### src/rtl/lsu_master.sv
// Load/store initiator for a word-wide, byte-addressed, big-endian data memory.
// Define LSU_ALIGN_CHECK_EN to reject misaligned halfword/word accesses.
module lsu_master #(
  parameter int addresswidth = 28,
  parameter int width        = 32
) (
  input  logic                    clk,
  input  logic                    reset,
  input  logic                    req_valid,
  output logic                    req_ready,
  input  logic                    req_write,
  input  logic [1:0]              req_size,
  input  logic                    req_signed,
  input  logic [addresswidth-1:0] req_addr,
  input  logic [width-1:0]        req_wdata,
  output logic                    resp_valid,
  input  logic                    resp_ready,
  output logic [width-1:0]        resp_rdata,
  output logic                    resp_error,
  output logic [addresswidth-1:0] mem_address,
  output logic                    mem_writeEnable,
  output logic [width-1:0]        mem_dataIn,
  input  logic [width-1:0]        mem_dataOut
);

`ifdef LSU_ALIGN_CHECK_EN
  localparam bit ALIGN_CHECK = 1'b1;
`else
  localparam bit ALIGN_CHECK = 1'b0;
`endif

  typedef enum logic [2:0] {IDLE, LOAD, STORE, RMW_RD, RMW_WR, RESP} state_t;

  state_t            state;
  logic [1:0]        size;
  logic              sgn;
  logic [width-1:0]  wdata;
  logic              we;

  function automatic logic illegal(input logic [1:0] sz, input logic [1:0] lsb);
    logic misaligned;
    misaligned = (sz == 2'b01 && lsb[0]) || (sz == 2'b10 && lsb != 2'b00);
    return (sz == 2'b11) || (ALIGN_CHECK && misaligned);
  endfunction

  // The addressed byte sits in the most significant lane of the word.
  function automatic logic [width-1:0] extend(input logic [width-1:0] word,
                                              input logic [1:0] sz, input logic sg);
    logic signed [7:0]  b;
    logic signed [15:0] h;
    b = word[width-1 -: 8];
    h = word[width-1 -: 16];
    case (sz)
      2'b00:   return sg ? width'(b) : {{(width-8){1'b0}}, b};
      2'b01:   return sg ? width'(h) : {{(width-16){1'b0}}, h};
      default: return word;
    endcase
  endfunction

  function automatic logic [width-1:0] merge(input logic [width-1:0] sample,
                                             input logic [width-1:0] wd, input logic [1:0] sz);
    if (sz == 2'b00) return {wd[7:0], sample[width-9:0]};
    return {wd[15:0], sample[width-17:0]};
  endfunction

  assign mem_writeEnable = we && !reset;

  always_ff @(posedge clk) begin
    if (reset) begin
      state       <= IDLE;
      req_ready   <= 1'b1;
      resp_valid  <= 1'b0;
      resp_rdata  <= '0;
      resp_error  <= 1'b0;
      mem_address <= '0;
      mem_dataIn  <= '0;
      we          <= 1'b0;
      size        <= 2'b00;
      sgn         <= 1'b0;
      wdata       <= '0;
    end else begin
      case (state)
        IDLE: begin
          if (req_valid && req_ready) begin
            req_ready <= 1'b0;
            size      <= req_size;
            sgn       <= req_signed;
            wdata     <= req_wdata;
            // Rejected requests leave every memory-side output untouched.
            if (illegal(req_size, req_addr[1:0])) begin
              state      <= RESP;
              resp_valid <= 1'b1;
              resp_error <= 1'b1;
              resp_rdata <= '0;
            end else begin
              mem_address <= req_addr;
              if (!req_write) begin
                state <= LOAD;
              end else if (req_size == 2'b10) begin
                state      <= STORE;
                we         <= 1'b1;
                mem_dataIn <= req_wdata;
              end else begin
                state <= RMW_RD;
              end
            end
          end
        end
        LOAD: begin
          state      <= RESP;
          resp_valid <= 1'b1;
          resp_error <= 1'b0;
          resp_rdata <= extend(mem_dataOut, size, sgn);
        end
        RMW_RD: begin
          state      <= RMW_WR;
          we         <= 1'b1;
          mem_dataIn <= merge(mem_dataOut, wdata, size);
        end
        STORE, RMW_WR: begin
          state      <= RESP;
          we         <= 1'b0;
          mem_dataIn <= '0;
          resp_valid <= 1'b1;
          resp_error <= 1'b0;
          resp_rdata <= '0;
        end
        RESP: begin
          if (resp_ready) begin
            state      <= IDLE;
            resp_valid <= 1'b0;
            resp_error <= 1'b0;
            resp_rdata <= '0;
            req_ready  <= 1'b1;
          end
        end
        default: begin
          state     <= IDLE;
          req_ready <= 1'b1;
        end
      endcase
    end
  end

endmodule

### config.mk
export PLATFORM = sky130hd
export DESIGN_NAME = lsu_master
export DESIGN_NICKNAME = d
export VERILOG_FILES = /design/src/rtl/lsu_master.sv
export SDC_FILE = /design/constraint.sdc
export NUM_CORES = 1
export LEC_CHECK = 0
export BUFFER_PORTS_ARGS = -buffer_cell sky130_fd_sc_hd__buf_2
export CAP_MARGIN = 25
export CORE_MARGIN = 4
export CORE_UTILIZATION = 52
export CTS_BUF_LIST = sky130_fd_sc_hd__clkbuf_16
export CTS_CLUSTER_SIZE = 12
export DETAILED_ROUTE_END_ITERATION = 7
export GPL_TIMING_DRIVEN = 0
export PLACE_DENSITY_LB_ADDON = 0.1
export REMOVE_ABC_BUFFERS = 1
export SKIP_CTS_REPAIR_TIMING = 1
export SLEW_MARGIN = 20
export SYNTH_ARGS = -nofsm -noshare
export SYNTH_HDL_FRONTEND = slang
export SYNTH_SLANG_ARGS = --single-unit
### constraint.sdc
create_clock -name clk -period 4.9 [get_ports clk]
set_clock_uncertainty 0.15 [all_clocks]
set_input_delay 0.49 -clock clk [delete_from_list [all_inputs] [get_ports clk]]
set_output_delay 0.49 -clock clk [all_outputs]
set_load 0.005 [all_outputs]
Yosys cells after proc, flatten, opt, wreduce, memory -nomap -nowiden:

Cells that the tools add are included.

* memory bits (read-only): 0
* input bits: 100
* output and inout port bits: 96
* memories kept: 0
* RAM bits: 0
* register bits: 118
* word-level logic and storage cells: 81
* bits in latches: 0

* multiply operators: 0
* muxes and demuxes: 36
* $lt $le $gt $ge: 0
* div/mod/pow operators: 0
* equality and inequality tests: 14
* reduce and logical (&&, ||, !) cells: 18
* shift-type cells: 0
* add/sub/neg operators: 0
* bitwise operators: 2

Operators by type and width (number)
* two-way mux 32 bit: 11
* case mux 32 bit (4 select lines): 1
* case mux 32 bit (3 select lines): 1
* case mux 32 bit (2 select lines): 1
* two-way mux 1 bit: 13
* inequality test 2 bit (second input constant): 6
* case mux 1 bit (3 select lines): 4
* case mux 3 bit (4 select lines): 1
* two-way mux 3 bit: 3
* AND reduction 4 bit: 2
* equality test 3 x 2 -> 1 bit (second input constant): 2
* equality test 3 bit (second input constant): 2
* AND reduction 3 bit: 2
* nonzero test 3 bit: 2
* AND reduction 5 bit: 1
* equality test 2 bit (second input constant): 2
* AND reduction 2 bit: 2
* nonzero test 4 bit: 1
* OR reduction 4 bit: 1
* equality test 3 x 1 -> 1 bit (second input constant): 1
* zero test 3 bit: 1
* OR reduction 3 bit: 1
* equality test 2 x 1 -> 1 bit (second input constant): 1
* logical AND 1 bit: 2
* other kinds (5): 6

Longest topological paths before layout:

* depth after elaboration: 6
* mapped depth: 6
* depth with buffers taken out: 4

Least setup slack after synthesis:

No wires, ideal clock.

* path kind: in2out
* start: in reset
* end: out mem_writeEnable
* path slack: 2934 ps
* arrival: 1326 ps
* cell stages on the path: 4
* required time: 4260 ps
* path through: clkbuf_1 clkbuf_1 buf_1 nor2_1

* longest elaborated chain between the ends: 2

RTL lines
* from (decl): RTL line 8 `input logic reset,`
* zero test 1 bit: RTL line 66 `assign mem_writeEnable = we && !reset;`
* logical AND 1 bit: RTL line 66
* to (decl): RTL line 21 `output logic mem_writeEnable,`

Every way passes these cells.

Final worst setup path:

* start: reg state[2]
* end: reg mem_dataIn[5]

* longest elaborated chain between the ends: 4

RTL lines
* from (decl): RTL line 34 `state_t state;`
* from (signal assigned): RTL line 70 `state <= IDLE;`
* from (signal assigned): RTL line 91 `state <= RESP;`
* from (signal assigned): RTL line 98 `state <= LOAD;`
* equality test 3 x 2 -> 1 bit or equality test 3 bit (tied branches): RTL line 82 `case (state)`
* OR reduction 2 bit: RTL line 82
* nonzero test 3 bit (no line)
* AND reduction 5 bit (no line)
* to (signal assigned): RTL line 102 `mem_dataIn <= req_wdata;`
* to (signal assigned): RTL line 118 `mem_dataIn <= merge(mem_dataOut, wdata, size);`
* to (decl): RTL line 22 `output logic [width-1:0] mem_dataIn,`

Parallel ways exist; a longest one is shown, timed or not.
A chain may end at the register's enable or synchronous reset.

==> results.sh <==
export IMPL_status="complete, no violations"
export IMPL_wire_per_inst_um=16.73
export IMPL_setup_viol=0
export IMPL_cts_clk_slew_worst_paths_ps=60
export IMPL_crit_buf_inv=2
export IMPL_port_buffers=195
export IMPL_insertion_delay_ps=410
export IMPL_cts_inserted_buffers=17
export IMPL_synth_top_cells_by_count="123 x nand2_1, 118 x dfxtp_1, 62 x a21oi_1"
export IMPL_synth_area_top_cells="dfxtp_1 47%, nand2_1 9.2%, a221oi_1 6.8%, a21oi_1 6.2%, mux2_2 3.6%"
export IMPL_cellPowerDensity_nw_per_um2=439.9
export IMPL_ir_worst_vdd_uv=292.0
export IMPL_slowest_stage="dfxtp_1"
export IMPL_overflow=0
export IMPL_nNetsFinal=857
export IMPL_root_buffer="clkbuf_16"
export IMPL_ys_warn_count=0
export IMPL_clock_sinks=118
export IMPL_drv_slew=0
export IMPL_hold_class="in2reg"
export IMPL_dp_hpwl_um=10140
export IMPL_grt_pass1_wl_um=23790
export IMPL_synth_most_common_cell="nand2_1"
export IMPL_vias=4943
export IMPL_cts_tree="yes"
export IMPL_ff2ff_path_depth=6
export IMPL_hold_violations=0
export IMPL_critPathTopFamily="flip-flops"
export IMPL_yosysSeqAreaShare_pct=47.11
export IMPL_drt_total_wl_um=15040
export IMPL_criticalPathCategory="reg2reg"
export IMPL_async_flop_share_pct=0
export IMPL_vias_per_cell=5.498
export IMPL_first_global_vias=4795
export IMPL_maxCapViolCount=0
export IMPL_end_kind="flip-flop"
export IMPL_worstPathCellList="and4bb_2, a211oi_4, buf_6, buf_6, a221oi_1, nor3_1"
export IMPL_die_area_um2=11280
export IMPL_cts_path_max_buffers=2
export IMPL_critical_path_cell_count=6
export IMPL_synth_flop_cell="dfxtp_1"
export IMPL_drt_drc_violations_left=0
export IMPL_total_power_uw=2982
export IMPL_place_gp_congestion=0.8092
export IMPL_fillCellCount=766
export IMPL_synthesis_instances=579
export IMPL_tightestPinTransition_ps=958.4
export IMPL_grt_use_total_pct=26.64
export IMPL_crit_fanout=16
export IMPL_synth_cell_types=43
export IMPL_drive_above_1_share_pct=34.42
export IMPL_start_kind="flip-flop"
export IMPL_cpMostUsedCell="buf_6"
export IMPL_synth_top_cell_by_area="dfxtp_1"
export IMPL_drtIter0Drc=268
export IMPL_final_core_util_pct=72.66
export IMPL_rsz0062_at_grt="false"
export IMPL_fin_crit_sh_pct=48.70
export IMPL_antenna_left=0
export IMPL_die_width_um=106.2
export IMPL_slew_headroom_pct=36.11
export IMPL_n_antenna_cell=0
export IMPL_initial_core_util_pct=53.76
export IMPL_required_ps=5070
export IMPL_cts_max_level=4
export IMPL_syn_avg_cell_area_um2=8.661
export IMPL_fin_setup_tns_ps=0
export IMPL_antenna_found_initial=0
export IMPL_fmax_mhz=419.1
export IMPL_syn_to_final_growth_pct=35.15
export IMPL_design_core_area_um2=9328
export IMPL_cpPeakStageDelay_ps=640
export IMPL_hold_depth=3
export IMPL_p_leak_uw=0.003046
export IMPL_die_y_um=106.2
export IMPL_ys_seq_elements=118
export IMPL_crit_arrival_ps=2560
export IMPL_grt_max_degree=73
export IMPL_io_pins=196
export IMPL_fin_crit_ps=2386
export IMPL_synth_edff_count=0
export IMPL_synth_area_um2=5015
export IMPL_rows=35
export IMPL_drt_pre_antenna_iters=5
export IMPL_yosysTopAreaCellShare_pct=47.11
==> through the flow <==
stage / std cells / setup slack, ps / cell area, um^2 / hold WS (ps)
after floorplan: 533 / 2201 / 4783 / 277.8
after global placement: 857 / 869.8 / 5921 / 282.5
after detailed placement: 864 / 2208 / 6102 / 289.4
after CTS: 896 / 2203 / 6740 / 159.7
after global routing: 899 / 2408 / 6778 / 165.7
final: 899 / 2514 / 6778 / 167.5
==> worst min-delay path: cells and delay by family <==
kind / cells / cell delay, ps
buffers and inverters: 1 / 100
AND/OR/NAND/NOR: 1 / 50
AO/OA/AOI/OAI: 1 / 50
==> cell usage in the layout, fill, tap and decap left out, types with 2 or more instances in the layout <==
cell,count
a21oi_1,61
nand2_1,123
buf_2,194
nor3_1,17
nor2b_1,17
buf_4,2
mux2i_1,8
mux2_2,16
a211oi_1,2
a21o_1,8
bufinv_16,5
buf_16,4
o21ai_1,17
clkinvlp_4,3
clkinv_4,2
dfxtp_1,117
a22o_1,15
o21ai_0,4
nand2b_1,15
nor2_4,3
nor2_1,13
buf_6,3
clkbuf_16,17
clkinv_2,3
o2bb2ai_1,10
buf_8,2
inv_1,27
and2_1,2
a221oi_1,39
==> path summary, 6_finish.rpt <==
path	startpoint	endpoint	slack [ps]
max	state[2]	mem_dataIn[5]	2510
min	req_addr[27]	mem_address[27]	170
max reg2reg	state[2]	mem_dataIn[5]	2510
min reg2reg	mem_address[26]	mem_address[26]	300
==> kinds of logic (layout without fill, tap and decap cells) <==
family	after synthesis	in the layout	share of synthesized area, %
AND/OR/NAND/NOR	204	204	19.41
multiplexers	24	24	5.190
flip-flops	118	118	47.11
buffers and inverters	71	262	6.487
AO/OA/AOI/OAI	161	161	21.63
XOR/XNOR	1	1	0.1747
==> sequential cells by signal (all words and copies together) (netlist names) <==
register,count
mem_address,28
mem_dataIn,32
req_ready,1
resp_error,1
resp_rdata,32
resp_valid,1
sgn,1
size,2
state,3
wdata,16
we,1
==> final cells by class <==
cell class / instances / area (um^2) / area share [%]
clock buffers: 17 / 425.4 / 6.277
clock inverters: 15 / 212.7 / 3.138
inverters: 25 / 93.84 / 1.385
multi-input cells: 390 / 2361 / 34.83
flip-flops and latches: 118 / 2364 / 34.87
well taps: 129 / 161.4 / 2.381
repair buffers: 205 / 1160 / 17.11
==> routing by layer <==
metal	part of all wire, %	track usage [%]	up-vias
met1	42	32.90	2320
met3	8.5	7.893	26
li1	-	-	2385
met2	48	44.16	212
met5	0	0	-
met4	2.2	9.436	0
==> report_power, final <==
part / internal, uW / leakage [uW] / total [uW] / switching (uW)
registers: 1050 / 0.000963 / 1120 / 65.1
logic: 236 / 0.00177 / 527 / 291
clock network: 896 / 0.000311 / 1330 / 439
total: 2190 / 0.00305 / 2980 / 795
No activity file was read; power rests on OpenSTA's default activity.
